## config.mk

```make
export PLATFORM = sky130hd
export DESIGN_NAME = serial_msg_receiver_flat
export DESIGN_NICKNAME = d
export VERILOG_FILES = /design/src/rtl/serial_msg_receiver_if.sv /design/src/rtl/serial_msg_receiver.sv /design/src/flat_wrapper.sv
export SDC_FILE = /design/constraint.sdc
export NUM_CORES = 1
export LEC_CHECK = 0
export ABC_AREA = 0
export CAP_MARGIN = 20
export CORE_ASPECT_RATIO = 0.6
export CORE_MARGIN = 5
export CORE_UTILIZATION = 30
export CTS_BUF_LIST = sky130_fd_sc_hd__clkbuf_8
export CTS_CLUSTER_SIZE = 12
export DETAILED_ROUTE_END_ITERATION = 8
export PLACE_DENSITY = 0.44
export RECOVER_POWER = 25
export SLEW_MARGIN = 15
export SYNTH_ARGS = -nofsm -noshare
export SYNTH_HDL_FRONTEND = slang
export SYNTH_SLANG_ARGS = --single-unit
```

## constraint.sdc

```tcl
create_clock -name sys_clk -period 4.11 [get_ports sys_clk]
set_input_delay 0.411 -clock sys_clk [delete_from_list [all_inputs] [get_ports sys_clk]]
set_output_delay 0.411 -clock sys_clk [all_outputs]
set_load 0.03 [all_outputs]
```

## src/rtl/serial_msg_receiver_if.sv

```systemverilog
// Serial receiver port bundle: 3-wire serial inputs plus receiver status/data.
// master drives the serial pins, slave is the receiver.
interface serial_msg_receiver_if #(
    parameter int MESSAGE_WIDTH = 30
);
    logic                     csb;
    logic                     sclk;
    logic                     sdi;
    logic [MESSAGE_WIDTH-1:0] data_out;
    logic                     valid;
    logic                     frame_err;
    logic                     timeout;
    logic                     busy;

    modport master (
        output csb, sclk, sdi,
        input  data_out, valid, frame_err, timeout, busy
    );

    modport slave (
        input  csb, sclk, sdi,
        output data_out, valid, frame_err, timeout, busy
    );
endinterface

```

## src/rtl/serial_msg_receiver.sv

```systemverilog
// serial_msg_receiver: samples an async 3-wire serial port in the sys_clk
// domain and assembles one MESSAGE_WIDTH-bit word per csb-low frame.
// Optional feature macro: PARITY_CHECK_EN (adds a trailing odd-parity bit).
module serial_msg_receiver #(
    parameter int MESSAGE_WIDTH  = 30,
    parameter int TIMEOUT_CYCLES = 256
) (
    input  logic                sys_clk,
    input  logic                por,
    serial_msg_receiver_if.slave bus
);
`ifdef PARITY_CHECK_EN
    localparam int NBITS = MESSAGE_WIDTH + 1;
`else
    localparam int NBITS = MESSAGE_WIDTH;
`endif
    localparam int CW = $clog2(NBITS + 2);
    localparam int TW = $clog2(TIMEOUT_CYCLES);
    localparam logic [CW-1:0] CNT_MAX  = CW'(NBITS + 1);
    localparam logic [CW-1:0] CNT_FULL = CW'(NBITS);
    localparam logic [TW-1:0] TCNT_END = TW'(TIMEOUT_CYCLES - 1);

    typedef enum logic [1:0] {IDLE, RECV, DRAIN} state_t;

    logic       csb_s1_q, csb_s2_q, csb_prev_q;
    logic       sclk_s1_q, sclk_s2_q, sclk_s3_q;
    logic       sdi_s1_q, sdi_s2_q;
    logic [2:0] fill_q;
    logic       csb_rise_q, csb_fall_q, sclk_rise_q, sdi_q;

    state_t                   state_q, state_d;
    logic [NBITS-1:0]         shift_q, shift_d;
    logic [CW-1:0]            cnt_q, cnt_d;
    logic [TW-1:0]            tcnt_q, tcnt_d;
    logic [MESSAGE_WIDTH-1:0] data_q, data_d;
    logic                     valid_q, valid_d;
    logic                     ferr_q, ferr_d;
    logic                     tout_q, tout_d;

    logic                     frame_ok;
    logic [MESSAGE_WIDTH-1:0] payload;

`ifdef PARITY_CHECK_EN
    assign frame_ok = (cnt_q == CNT_FULL) && (^shift_q);
    assign payload  = shift_q[NBITS-1:1];
`else
    assign frame_ok = (cnt_q == CNT_FULL);
    assign payload  = shift_q;
`endif

    // Synchronisers plus one registered edge-detect stage. sdi is delayed
    // alongside so it lines up with the registered sclk rise. fill_q keeps
    // the csb edge detector blind until the sync chain holds real pin
    // samples, so a frame already in progress at reset release is not seen.
    always_ff @(posedge sys_clk) begin
        if (por) begin
            csb_s1_q    <= 1'b1;
            csb_s2_q    <= 1'b1;
            csb_prev_q  <= 1'b1;
            sclk_s1_q   <= 1'b0;
            sclk_s2_q   <= 1'b0;
            sclk_s3_q   <= 1'b0;
            sdi_s1_q    <= 1'b0;
            sdi_s2_q    <= 1'b0;
            fill_q      <= '0;
            csb_rise_q  <= 1'b0;
            csb_fall_q  <= 1'b0;
            sclk_rise_q <= 1'b0;
            sdi_q       <= 1'b0;
        end else begin
            csb_s1_q    <= bus.csb;
            csb_s2_q    <= csb_s1_q;
            csb_prev_q  <= csb_s2_q;
            sclk_s1_q   <= bus.sclk;
            sclk_s2_q   <= sclk_s1_q;
            sclk_s3_q   <= sclk_s2_q;
            sdi_s1_q    <= bus.sdi;
            sdi_s2_q    <= sdi_s1_q;
            fill_q      <= {fill_q[1:0], 1'b1};
            csb_rise_q  <= fill_q[2] & ~csb_prev_q & csb_s2_q;
            csb_fall_q  <= fill_q[2] & csb_prev_q & ~csb_s2_q;
            sclk_rise_q <= sclk_s2_q & ~sclk_s3_q;
            sdi_q       <= sdi_s2_q;
        end
    end

    // FSM state, datapath and output pulse registers.
    always_ff @(posedge sys_clk) begin
        if (por) begin
            state_q <= IDLE;
            shift_q <= '0;
            cnt_q   <= '0;
            tcnt_q  <= '0;
            data_q  <= '0;
            valid_q <= 1'b0;
            ferr_q  <= 1'b0;
            tout_q  <= 1'b0;
        end else begin
            state_q <= state_d;
            shift_q <= shift_d;
            cnt_q   <= cnt_d;
            tcnt_q  <= tcnt_d;
            data_q  <= data_d;
            valid_q <= valid_d;
            ferr_q  <= ferr_d;
            tout_q  <= tout_d;
        end
    end

    // Next state: csb rise beats a same-cycle sclk rise, which beats timeout.
    always_comb begin
        state_d = state_q;
        shift_d = shift_q;
        cnt_d   = cnt_q;
        tcnt_d  = tcnt_q;
        data_d  = data_q;
        valid_d = 1'b0;
        ferr_d  = 1'b0;
        tout_d  = 1'b0;
        case (state_q)
            IDLE: begin
                if (csb_fall_q) begin
                    state_d = RECV;
                    shift_d = '0;
                    cnt_d   = '0;
                    tcnt_d  = '0;
                end
            end
            RECV: begin
                if (csb_rise_q) begin
                    state_d = IDLE;
                    if (frame_ok) begin
                        data_d  = payload;
                        valid_d = 1'b1;
                    end else begin
                        ferr_d = 1'b1;
                    end
                end else if (sclk_rise_q) begin
                    shift_d = {shift_q[NBITS-2:0], sdi_q};
                    if (cnt_q != CNT_MAX) cnt_d = cnt_q + 1'b1;
                    tcnt_d = '0;
                end else if (tcnt_q == TCNT_END) begin
                    tout_d  = 1'b1;
                    state_d = DRAIN;
                end else begin
                    tcnt_d = tcnt_q + 1'b1;
                end
            end
            DRAIN: begin
                if (csb_rise_q) state_d = IDLE;
            end
            default: state_d = IDLE;
        endcase
    end

    assign bus.data_out  = data_q;
    assign bus.valid     = valid_q;
    assign bus.frame_err = ferr_q;
    assign bus.timeout   = tout_q;
    assign bus.busy      = (state_q != IDLE);
endmodule

```

## src/flat_wrapper.sv

```systemverilog
// flat-port wrapper written by rule: the top's interface ports become plain ports
module serial_msg_receiver_flat 
#(
    parameter int MESSAGE_WIDTH  = 30,
    parameter int TIMEOUT_CYCLES = 256
)
  (sys_clk, por, bus_csb, bus_sclk, bus_sdi, bus_data_out, bus_valid, bus_frame_err, bus_timeout, bus_busy);
  serial_msg_receiver_if #(.MESSAGE_WIDTH(MESSAGE_WIDTH)) bus_i ();
  input  logic sys_clk;
  input  logic por;
  input wire logic [$bits(bus_i.csb)-1:0] bus_csb;
  input wire logic [$bits(bus_i.sclk)-1:0] bus_sclk;
  input wire logic [$bits(bus_i.sdi)-1:0] bus_sdi;
  output wire logic [$bits(bus_i.data_out)-1:0] bus_data_out;
  output wire logic [$bits(bus_i.valid)-1:0] bus_valid;
  output wire logic [$bits(bus_i.frame_err)-1:0] bus_frame_err;
  output wire logic [$bits(bus_i.timeout)-1:0] bus_timeout;
  output wire logic [$bits(bus_i.busy)-1:0] bus_busy;
  assign bus_i.csb = bus_csb;
  assign bus_i.sclk = bus_sclk;
  assign bus_i.sdi = bus_sdi;
  assign bus_data_out = bus_i.data_out;
  assign bus_valid = bus_i.valid;
  assign bus_frame_err = bus_i.frame_err;
  assign bus_timeout = bus_i.timeout;
  assign bus_busy = bus_i.busy;
  serial_msg_receiver #(.MESSAGE_WIDTH(MESSAGE_WIDTH), .TIMEOUT_CYCLES(TIMEOUT_CYCLES)) u_core (.sys_clk(sys_clk), .por(por), .bus(bus_i));
endmodule
```

==> impl_results.rst, run 1 <==
.. list-table::
   :header-rows: 1

   * - Metric
     - Value
   * - ANT cells
     - 0
   * - Final critical path time including I/O delays and setup
     - between 2 and 3 ns
   * - Setup repair bufs after CTS
     - 0
   * - Vias in the first global route
     - 2500
   * - EDFF count, synth
     - 0
   * - Sequential element share of the synthesized area
     - 0.515
   * - Capture point of the critical path
     - u_core.tcnt_q[4]
   * - Depth of the worst register-to-register path
     - 5
   * - Gp weighted congestion
     - 0.779
   * - Total die area
     - 0.0144 sq mm
   * - Peak supply drop
     - about 0.00018 V
   * - Overall routed net length
     - a little under 8 mm
   * - Routed length per placed instance
     - 13.0 um
   * - Core area
     - approximately 0.012 sq mm
   * - Post-synthesis register bit count
     - between 90 and 100
   * - Total of hold buffers inserted after clock tree synthesis
     - 0
   * - Summed area of non-filler cells in the final layout
     - 0.00433 sq mm
   * - Register clock-pin slew on the reported worst setup and hold paths
     - approximately 0.090 ns
   * - Fin worst setup slack
     - between 1 and 1.5 ns
   * - Async set-or-reset flop fraction in the synthesized netlist
     - 0
   * - Data arrival time at the worst-slack endpoint
     - 3.08 ns
   * - Aggregate global-route resource usage
     - 0.112
   * - Number of buffers added by the clock tree synthesis step
     - 9
   * - Number of antenna violations at the first check in global routing
     - 0
   * - CP Data Required Time
     - approximately 4.4 ns
   * - Portion of total power attributed to the clock network
     - 0.422
   * - Worst Skew
     - between 0.01 and 0.015 ns
   * - Max Fanout on Critical Path
     - 55
   * - Setup Slack @ Placement
     - about 1.5 ns
   * - Proportion of power drawn by combinational gates
     - 0.018
   * - Top-area cell type share of the netlist area
     - 0.515
   * - Net switching power
     - 0.000358 W
   * - Number of nets produced by synthesis
     - 404
   * - Filler cell count
     - about 1300
   * - Destination of the worst register-to-register timing path
     - u_core.bus.data_out[0]
   * - Fin. Hold Viols
     - 0
   * - Total number of nets in the final design
     - 436
   * - Headroom to the max-slew limit
     - -0.0121
   * - Library cell with the highest instance count after synthesis
     - dfxtp_1
   * - Actual slew at the worst max-slew pin
     - 1.50 ns
   * - Reported leakage power
     - between 1.5 and 2 nW
   * - Setup total negative slack
     - 0 ns
   * - Global-route met1 utilization
     - 0.169
   * - Internal power of the cells
     - about 0.0013 W
   * - Number of synthesis warnings
     - 0
   * - Gate count after technology mapping
     - between 300 and 400
   * - Predominant post-synthesis flop cell
     - dfxtp_1
   * - Wire length of the first global-routing pass
     - roughly 13 mm
   * - Top-Level Pins
     - 39
   * - Per-instance average area after synthesis
     - 9.16 sq um
   * - Switching power as a share of total power
     - 0.221
   * - Hold WC Path Type
     - reg2reg
   * - Die boundary height
     - approximately 95 um
   * - Netlist cell types
     - 42
   * - Number of buffers on the longest clock path
     - 2
   * - Worst hold margin
     - 0.383 ns
   * - PD cells
     - around 370 mW/mm^2
   * - Number of endpoints failing setup at the final stage
     - 0
   * - Average via count per standard cell
     - between 4 and 5
   * - Fraction of final layout cells sized beyond drive strength 1
     - 0.0671
   * - Timing startpoint of the critical path
     - por
   * - Top post-synthesis cells by area
     - dfxtp_1 51%, mux2i_1 9.1%, nand2_1 8.0%
   * - Final antenna-violating net count
     - 0
   * - RSZ-0062 raised after global routing
     - no
   * - Remaining design rule violation count
     - 0
   * - Clock root cell
     - clkbuf_8
   * - Failing checks
     - capacitance limit, slew limit
   * - Clock Sinks
     - 93
   * - Max-cap viol count
     - 1
   * - Die width
     - 152 um
   * - Area overhead of the layout relative to synthesis
     - 19.7%
   * - Area of the mapped netlist
     - about 0.0036 sq mm
   * - Met2 track demand over resource
     - 0.148
   * - Count of H-tree levels built during CTS
     - 3
   * - Starting utilization of the core area
     - 0.303
   * - Most common library cells after synthesis
     - 93 x dfxtp_1, 77 x nand2_1, 37 x nor2_1, 33 x mux2i_1, 32 x a21oi_1
   * - Layer carrying the most global-route usage
     - met1
   * - Floorplan row count
     - 31
   * - Critical path endpoint category
     - register
   * - Result of the run
     - finished with violations
   * - Cell Area, Placed
     - slightly above 0.004 sq mm
   * - Worst Setup Path Type
     - in2reg
   * - Detailed-route via count
     - about 2600
   * - Period utilisation layout
     - 0.688
   * - Met3 routing resource usage after global routing
     - 0.0409
   * - Internal reg-to-reg setup slack
     - 1.55 ns
   * - Worst R2R Start
     - u_core.state_q[1]
   * - Detailed Route Iter0 Violations
     - approximately 140
   * - Worst skew pair latency
     - roughly 0.36 ns
   * - Overflow after GRT
     - 0
   * - TritonRoute pass-1 iters
     - 4
   * - Largest net degree at the start of global routing
     - between 50 and 60
   * - Buffers added on ports
     - 38
   * - Leading area contributor after synthesis
     - dfxtp_1
   * - Proportion of power drawn by flip-flops and latches
     - 0.560
   * - Resized cells post-CTS
     - 0
   * - Critical path startpoint category
     - primary input
   * - Fmax achieved
     - 354 MHz
   * - Detail Placement HPWL
     - around 5 mm
   * - Max-slew violation count
     - 10
   * - Clock tree from TritonCTS
     - done
cell families after synthesis:
family | count (synthesis) | share of synthesized area
AOI/OAI and AO/OA | 49 | 0.0837
xor gates and xnor gates | 1 | 0.00242
DFF | 93 | 0.515
muxes | 34 | 0.0944
and+or+nand+nor | 186 | 0.253
buffers and inverters | 28 | 0.0380
adders and majority gates | 4 | 0.0138
flip-flops by register name, indices dropped and copies added (netlist names), 2 cells and up:
signal / flops
u_core.state_q: 2
u_core.fill_q: 3
u_core.bus.data_out: 30
u_core.payload: 30
u_core.cnt_q: 5
u_core.tcnt_q: 8
stage by stage:
step,total power (W),cells,util
CTS,0.00165,597,0.364
global placement,0.000959,581,0.346
global route,0.00169,597,0.363
finish,0.00162,597,0.363
detailed placement,0.000959,581,0.346
floorplan,0.000949,395,-
cells in the final DEF (no fill, tap or decap), types with 2 or more instances in the layout:
cell type,synthesis,final
nor3_1,3,3
nand4_1,2,2
and2_1,30,30
dfxtp_1,93,93
bufinv_16,0,2
dlygate4sd3_1,0,6
clkbuf_8,0,9
nand3_1,3,3
nand2b_1,4,4
nor4_1,3,4
mux2i_1,33,33
and4_1,2,2
nor2b_1,10,10
inv_1,6,7
or3_1,3,3
o21ai_0,3,3
and3_1,3,3
clkdlybuf4s50_1,0,31
inv_6,0,3
ha_1,4,4
or2_2,3,3
a21oi_1,32,32
o22a_1,3,3
o32ai_1,2,2
buf_4,0,4
nor2_1,37,37
nand2_1,77,77
metal layers:
metal	wire length (um)	up-vias	share of wire
li1	-	1372	-
met1	4370	1199	0.56
met2	2940	44	0.38
met3	392	7	0.051
met4	61	0	0.0079
met5	0	-	0
critical path: stages:
cell and delay, ns:
clkbuf_1 1.02, clkbuf_2 1.02, or3_1 0.24, nor4_1 0.06, a211o_1 0.27
cell type report:
type | instances | area, sq um | area share
clock buffers | 9 | 124 | 0.0286
clock inverters | 7 | 97.6 | 0.0225
inverters | 6 | 22.5 | 0.00520
multi-input cells | 274 | 1610 | 0.372
flip-flops and latches | 93 | 1860 | 0.430
well taps | 165 | 206 | 0.0476
repair buffers | 43 | 409 | 0.0944
worst min path at each step:
stage | startpoint | to | slack (ns) | cells after the start
2_1_floorplan | u_core.sclk_s3_q | u_core.sclk_rise_q | 0.37 | 1
3_3_place_gp | u_core.sclk_s3_q | u_core.sclk_rise_q | 0.37 | 1
3_5_place_dp | u_core.sclk_s3_q | u_core.sclk_rise_q | 0.37 | 1
4_1_cts | u_core.sclk_s3_q | u_core.sclk_rise_q | 0.39 | 1
5_1_grt | u_core.sclk_s3_q | u_core.sclk_rise_q | 0.41 | 1
6_report | u_core.sclk_s3_q | u_core.sclk_rise_q | 0.38 | 1
power groups by stage:
stage / clock network, W / logic (W) / registers [W]
after global routing: 0.000745 / 0.0000322 / 0.000909
after global placement: 0 / 0.0000303 / 0.000929
after CTS: 0.000707 / 0.0000305 / 0.000908
final: 0.000683 / 0.0000292 / 0.000908
after detailed placement: 0 / 0.0000305 / 0.000929
after floorplan: 0 / 0.0000205 / 0.000928
Power figures use the tool's default switching activity.
==> run 2, diff against run 1 <==
==> constraint.sdc (replaced) <==
create_clock -name sys_clk -period 2.85 [get_ports sys_clk]
set_input_delay 0.285 -clock sys_clk [delete_from_list [all_inputs] [get_ports sys_clk]]
set_output_delay 0.285 -clock sys_clk [all_outputs]
set_load 0.03 [all_outputs]
==> run 2 against run 1 <==
Effect of this change:
- clock-buffer cell count increased by 1
- utilization hardly changed
- clock skew is 0.0045 ns lower
- sequential cell count stayed put
- register-to-register slack got worse by 0.70 ns
- design area hardly changed
- largest cell class unchanged
- first-iteration DRC count shrank 13%
- combinational power grew 47%
- the flow now finishes without violations
- sequential power is 44% higher
==> impl_results.rst, run 2 (synthesized netlist as in run 1, its figures left out) <==
.. list-table::
   :header-rows: 1

   * - Metric
     - Value
   * - Hold WC Path Type
     - reg2reg
   * - Starting utilization of the core area
     - 0.303
   * - Peak supply drop
     - 0.000206 V
   * - Max Fanout on Critical Path
     - 36
   * - Worst skew pair latency
     - 0.36 ns
   * - CP Data Required Time
     - 3.10 ns
   * - Aggregate global-route resource usage
     - 0.115
   * - Data arrival time at the worst-slack endpoint
     - approximately 2.4 ns
   * - Final critical path time including I/O delays and setup
     - approximately 2.1 ns
   * - Worst Setup Path Type
     - in2reg
   * - Worst R2R Start
     - u_core.sclk_rise_q
   * - RSZ-0062 raised after global routing
     - no
   * - Core area
     - 0.0119 sq mm
   * - Number of buffers on the longest clock path
     - 2
   * - Critical path cell sequence
     - clkbuf_1 > clkbuf_2 > or3_1 > nor4_1 > a211o_1
   * - Result of the run
     - finished, final reports clean
   * - Fraction of final layout cells sized beyond drive strength 1
     - 0.0696
   * - Setup Slack @ Placement
     - between 0.8 and 0.9 ns
   * - Total die area
     - 0.0144 sq mm
   * - Routed length per placed instance
     - 12.8 um
   * - Max-cap viol count
     - 0
   * - Die boundary height
     - roughly 95 um
   * - PD cells
     - around 510 mW/mm^2
   * - Top-Level Pins
     - 39
   * - Clock Sinks
     - 93
   * - Period utilisation layout
     - 0.754
   * - Cell type of the slowest stage on the worst timing path
     - clkbuf_1
   * - Critical path endpoint category
     - register
   * - Overflow after GRT
     - 0
   * - Vias in the first global route
     - roughly 2600
   * - Total number of nets in the final design
     - ~440
   * - Die width
     - between 150 and 200 um
   * - Fmax achieved
     - roughly 470 MHz
   * - Wire length of the first global-routing pass
     - between 10 and 15 mm
   * - Commonest non-fill, non-tap cells in the layout
     - 93 x dfxtp_1, 77 x nand2_1, 37 x nor2_1, 33 x mux2i_1, 32 x a21oi_1
   * - Average via count per standard cell
     - ~4.4
   * - Number of endpoints failing setup at the final stage
     - 0
   * - Worst Skew
     - roughly 0.007 ns
   * - Filler cell count
     - 1239
   * - Footprint of the multi-input gates
     - approximately 0.0016 sq mm
   * - Largest stage delay on the critical path
     - around 0.8 ns
   * - Detailed-route via count
     - between 2000 and 3000
   * - Reported leakage power
     - ~1.5 nW
   * - Count of H-tree levels built during CTS
     - 3
   * - Fin. Hold Viols
     - 0
   * - Clock tree from TritonCTS
     - done
   * - Floorplan row count
     - 31
   * - Commonest non-fill, non-tap cell in the layout
     - dfxtp_1
   * - Detailed Route Iter0 Violations
     - ~120
   * - Actual slew at the worst max-slew pin
     - between 1 and 1.5 ns
   * - Gp weighted congestion
     - a little over 0.7
   * - Total of hold buffers inserted after clock tree synthesis
     - 0
   * - Hold-critical path depth
     - 1
   * - Timing startpoint of the critical path
     - por
   * - TritonRoute pass-1 iters
     - 4
   * - Fin worst setup slack
     - 0.700 ns
   * - Number of antenna violations at the first check in global routing
     - 0
   * - Headroom to the max-slew limit
     - 0.246
   * - ANT cells
     - 0
   * - Max-slew violation count
     - 0
   * - Setup repair bufs after CTS
     - 0
   * - Area overhead of the layout relative to synthesis
     - 19.8%
   * - Buffers added on ports
     - 38
   * - Largest net degree at the start of global routing
     - 37
   * - Clock root cell
     - clkbuf_8
   * - Resized cells post-CTS
     - 0
   * - Register clock-pin slew on the reported worst setup and hold paths
     - around 0.080 ns
   * - Setup total negative slack
     - 0 ns
   * - Number of buffers added by the clock tree synthesis step
     - 9
   * - Remaining design rule violation count
     - 0
   * - Detail Placement HPWL
     - a little over 5 mm
   * - Critical path startpoint category
     - primary input
   * - Overall routed net length
     - 7.66 mm
   * - Area of all sequential standard cells
     - between 0.0015 and 0.002 sq mm
   * - Hold Crit Start
     - u_core.sclk_s3_q
   * - Depth of the worst register-to-register path
     - 5
   * - Final antenna-violating net count
     - 0
run 2: final cells by class:
cell class | count | area share
clock inverters | 4 | 0.0115
inverters | 6 | 0.00520
clock buffers | 10 | 0.0318
repair buffers | 44 | 0.0990
multi-input cells | 274 | 0.375
well taps | 165 | 0.0476
flip-flops and latches | 93 | 0.430
run 2: through the flow:
step | hold WS (ns) | cell area (sq um) | power, W | utilization | instances
floorplan | 0.367 | 3620 | 0.00137 | - | 395
global placement | 0.392 | 4150 | 0.00138 | 0.347 | 582
detailed placement | 0.384 | 4150 | 0.00138 | 0.347 | 582
CTS | 0.352 | 4340 | 0.00227 | 0.363 | 596
global route | 0.431 | 4330 | 0.00231 | 0.363 | 596
finish | 0.394 | 4330 | 0.00222 | 0.363 | 596
run 2: worst max-delay path: cells and delay by family:
kind	cells	cell delay (ns)
buf+inv	2	1.54
simple gates	2	0.30
compound gates	1	0.27
run 2: power breakdown:
part            total, W  internal (W)  switching, W
logic          0.0000430     0.0000134     0.0000296
clock network   0.000868      0.000418      0.000449
registers        0.00131       0.00131    0.00000305
total            0.00222       0.00174      0.000482
run 2: final timing paths:
| kind | slack (ns) | endpoint |
|---|---|---|
| hold / removal | 0.39 | u_core.sclk_rise_q |
| hold reg to reg | 0.39 | u_core.sclk_rise_q |
| setup reg to reg | 0.85 | u_core.payload[25] |
| setup / recovery | 0.70 | u_core.tcnt_q[4] |
run 2: routing by layer:
metal / global-route usage / part of all wire / vias up
met5: 0 / 0 / -
met4: 0.0374 / 0.010 / 0
met3: 0.0390 / 0.049 / 9
met2: 0.157 / 0.38 / 47
met1: 0.168 / 0.56 / 1218
li1: - / - / 1378
==> run 3, diff against run 2 <==
==> constraint.sdc (replaced) <==
create_clock -name sys_clk -period 2.1 [get_ports sys_clk]
set_input_delay 0.21 -clock sys_clk [delete_from_list [all_inputs] [get_ports sys_clk]]
set_output_delay 0.21 -clock sys_clk [all_outputs]
set_load 0.03 [all_outputs]
==> run 3 against run 2 <==
Effect of this change:
- sequential cell count is the same
- global-route usage shrank 0.21 points
- via count decreased by 0.60%
- register-to-register slack lost 0.68 ns
- design area grew 0.75%
- worst setup slack worse by 0.58 ns
- routed wire length down 1.3%
- clock power increased by 54%
- critical path type is now reg2out
- largest cell class unchanged
- largest power group unchanged
- highest routed layer unchanged
==> impl_results.rst, run 3 (synthesized netlist as in run 1, its figures left out) <==
.. list-table::
   :header-rows: 1

   * - Metric
     - Value
   * - Result of the run
     - finished, final reports clean
   * - Max Fanout on Critical Path
     - 8
   * - Fmax achieved
     - around 510 MHz
   * - Top-Level Pins
     - 39
   * - Final critical path time including I/O delays and setup
     - about 2.0 ns
   * - Starting utilization of the core area
     - 0.303
   * - Critical path buffers and inverters
     - 2
   * - Net switching power
     - between 0.0006 and 0.0007 W
   * - Number of buffers on the longest clock path
     - 2
   * - Worst Setup Path Type
     - reg2out
   * - Overall routed net length
     - roughly 7.6 mm
   * - PD cells
     - around 730 mW/mm^2
   * - Average via count per standard cell
     - approximately 4.4
   * - Detailed-route via count
     - about 2600
   * - Resized cells post-CTS
     - 0
   * - Critical path cell sequence
     - nor2_1 > inv_1 > clkdlybuf4s50_1
   * - Hold Crit Start
     - u_core.sclk_s3_q
   * - Floorplan row count
     - 31
   * - Clock root cell
     - clkbuf_8
   * - Actual slew at the worst max-slew pin
     - just under 1 ns
   * - Total die area
     - about 0.014 sq mm
   * - Hold WC Path Type
     - reg2reg
   * - Number of buffers added by the clock tree synthesis step
     - 9
   * - Summed area of non-filler cells in the final layout
     - 0.00437 sq mm
   * - Headroom to the max-slew limit
     - 0.339
   * - Aggregate global-route resource usage
     - 0.113
   * - Internal power of the cells
     - approximately 0.0025 W
   * - Commonest non-fill, non-tap cell in the layout
     - dfxtp_1
   * - Critical path endpoint category
     - primary output
   * - Max-slew violation count
     - 0
   * - Proportion of power drawn by combinational gates
     - 0.018
   * - Cell Area, Placed
     - 0.00416 sq mm
   * - Critical path startpoint category
     - register
   * - Setup total negative slack
     - 0 ns
   * - TritonRoute pass-1 iters
     - 4
   * - Fin. Hold Viols
     - 0
   * - Switching power as a share of total power
     - 0.206
   * - Final antenna-violating net count
     - 0
   * - Clock tree from TritonCTS
     - done
   * - Proportion of power drawn by flip-flops and latches
     - 0.560
   * - Worst R2R Start
     - u_core.tcnt_q[0]
   * - Largest net degree at the start of global routing
     - between 40 and 50
   * - CP top delay family
     - buffers and inverters
   * - Setup repair bufs after CTS
     - 0
   * - Total number of nets in the final design
     - about 440
   * - Routed length per placed instance
     - 12.6 um
   * - Clock Sinks
     - 93
   * - Die width
     - approximately 150 um
   * - Peak supply drop
     - around 0.00037 V
   * - Number of antenna violations at the first check in global routing
     - 0
   * - Area overhead of the layout relative to synthesis
     - 20.7%
   * - Cell type of the slowest stage on the worst timing path
     - clkdlybuf4s50_1
   * - Total of hold buffers inserted after clock tree synthesis
     - 0
   * - Period utilisation layout
     - 0.942
   * - Remaining design rule violation count
     - 0
   * - Detailed Route Iter0 Violations
     - around 110
   * - Gp weighted congestion
     - 0.720
   * - Worst skew pair latency
     - 0.36 ns
   * - Commonest non-fill, non-tap cells in the layout
     - 93 x dfxtp_1, 77 x nand2_1, 37 x nor2_1, 33 x mux2i_1, 32 x a21oi_1
   * - Filler cell count
     - 1288
   * - Fraction of final layout cells sized beyond drive strength 1
     - 0.0714
   * - Data arrival time at the worst-slack endpoint
     - 1.77 ns
   * - Reported leakage power
     - approximately 1.6 nW
   * - Die boundary height
     - 95.1 um
   * - Register clock-pin slew on the reported worst setup and hold paths
     - approximately 0.080 ns
   * - Portion of total power attributed to the clock network
     - 0.421
   * - RSZ-0062 raised after global routing
     - no
   * - Core area
     - about 0.012 sq mm
   * - Worst Skew
     - 0.00764 ns
   * - Timing startpoint of the critical path
     - u_core.state_q[1]
   * - Overflow after GRT
     - 0
   * - Vias in the first global route
     - about 2400
   * - Detail Placement HPWL
     - 4.92 mm
   * - Count of H-tree levels built during CTS
     - 3
   * - Buffers added on ports
     - 38
   * - Wire length of the first global-routing pass
     - around 13 mm
   * - Number of endpoints failing setup at the final stage
     - 0
   * - Largest stage delay on the critical path
     - 0.66 ns
   * - ANT cells
     - 0
   * - Max-cap viol count
     - 0
   * - CP Data Required Time
     - approximately 1.9 ns
==> run 3: layer usage <==
| layer | share of wire | track usage | vias up |
|---|---|---|---|
| met3 | 0.050 | 0.0399 | 9 |
| met1 | 0.56 | 0.171 | 1208 |
| met2 | 0.38 | 0.144 | 39 |
| met5 | 0 | 0 | - |
| li1 | - | - | 1380 |
| met4 | 0.011 | 0.0404 | 0 |
==> run 3: final timing paths <==
check	cells after the start	slack [ns]	end
worst max register to register	5	0.17	u_core.tcnt_q[0]
worst min register to register	1	0.38	u_core.sclk_rise_q
worst max-delay path	3	0.12	bus_busy
worst min-delay path	1	0.38	u_core.sclk_rise_q
==> run 3: stage by stage <==
| step | hold WS, ns | power (W) | cells | worst slack (ns) | util |
|---|---|---|---|---|---|
| final | 0.384 | 0.00317 | 599 | 0.121 | 0.366 |
| after global routing | 0.390 | 0.00331 | 599 | 0.0371 | 0.366 |
| after global placement | 0.373 | 0.00188 | 583 | 0.391 | 0.348 |
| after CTS | 0.246 | 0.00324 | 599 | 0.101 | 0.367 |
| after floorplan | 0.314 | 0.00186 | 395 | 0.480 | - |
| after detailed placement | 0.377 | 0.00188 | 583 | 0.371 | 0.348 |
==> run 3: cell type report <==
type | count | area (sq um) | share of cell area
Sequential cell | 93 | 1860 | 0.426
Multi-Input combinational cell | 274 | 1620 | 0.370
Timing Repair Buffer | 45 | 433 | 0.0991
Tap cell | 165 | 206 | 0.0473
Clock buffer | 11 | 151 | 0.0347
Clock inverter | 5 | 73.8 | 0.0169
Inverter | 6 | 22.5 | 0.00516
==> run 3: power groups by stage <==
stage,clock network (W),logic [W],registers [W]
2_1_floorplan,0,0.0000401,0.00182
5_1_grt,0.00146,0.0000649,0.00178
4_1_cts,0.00140,0.0000619,0.00178
3_3_place_gp,0,0.0000617,0.00182
3_5_place_dp,0,0.0000619,0.00182
6_report,0.00134,0.0000573,0.00178
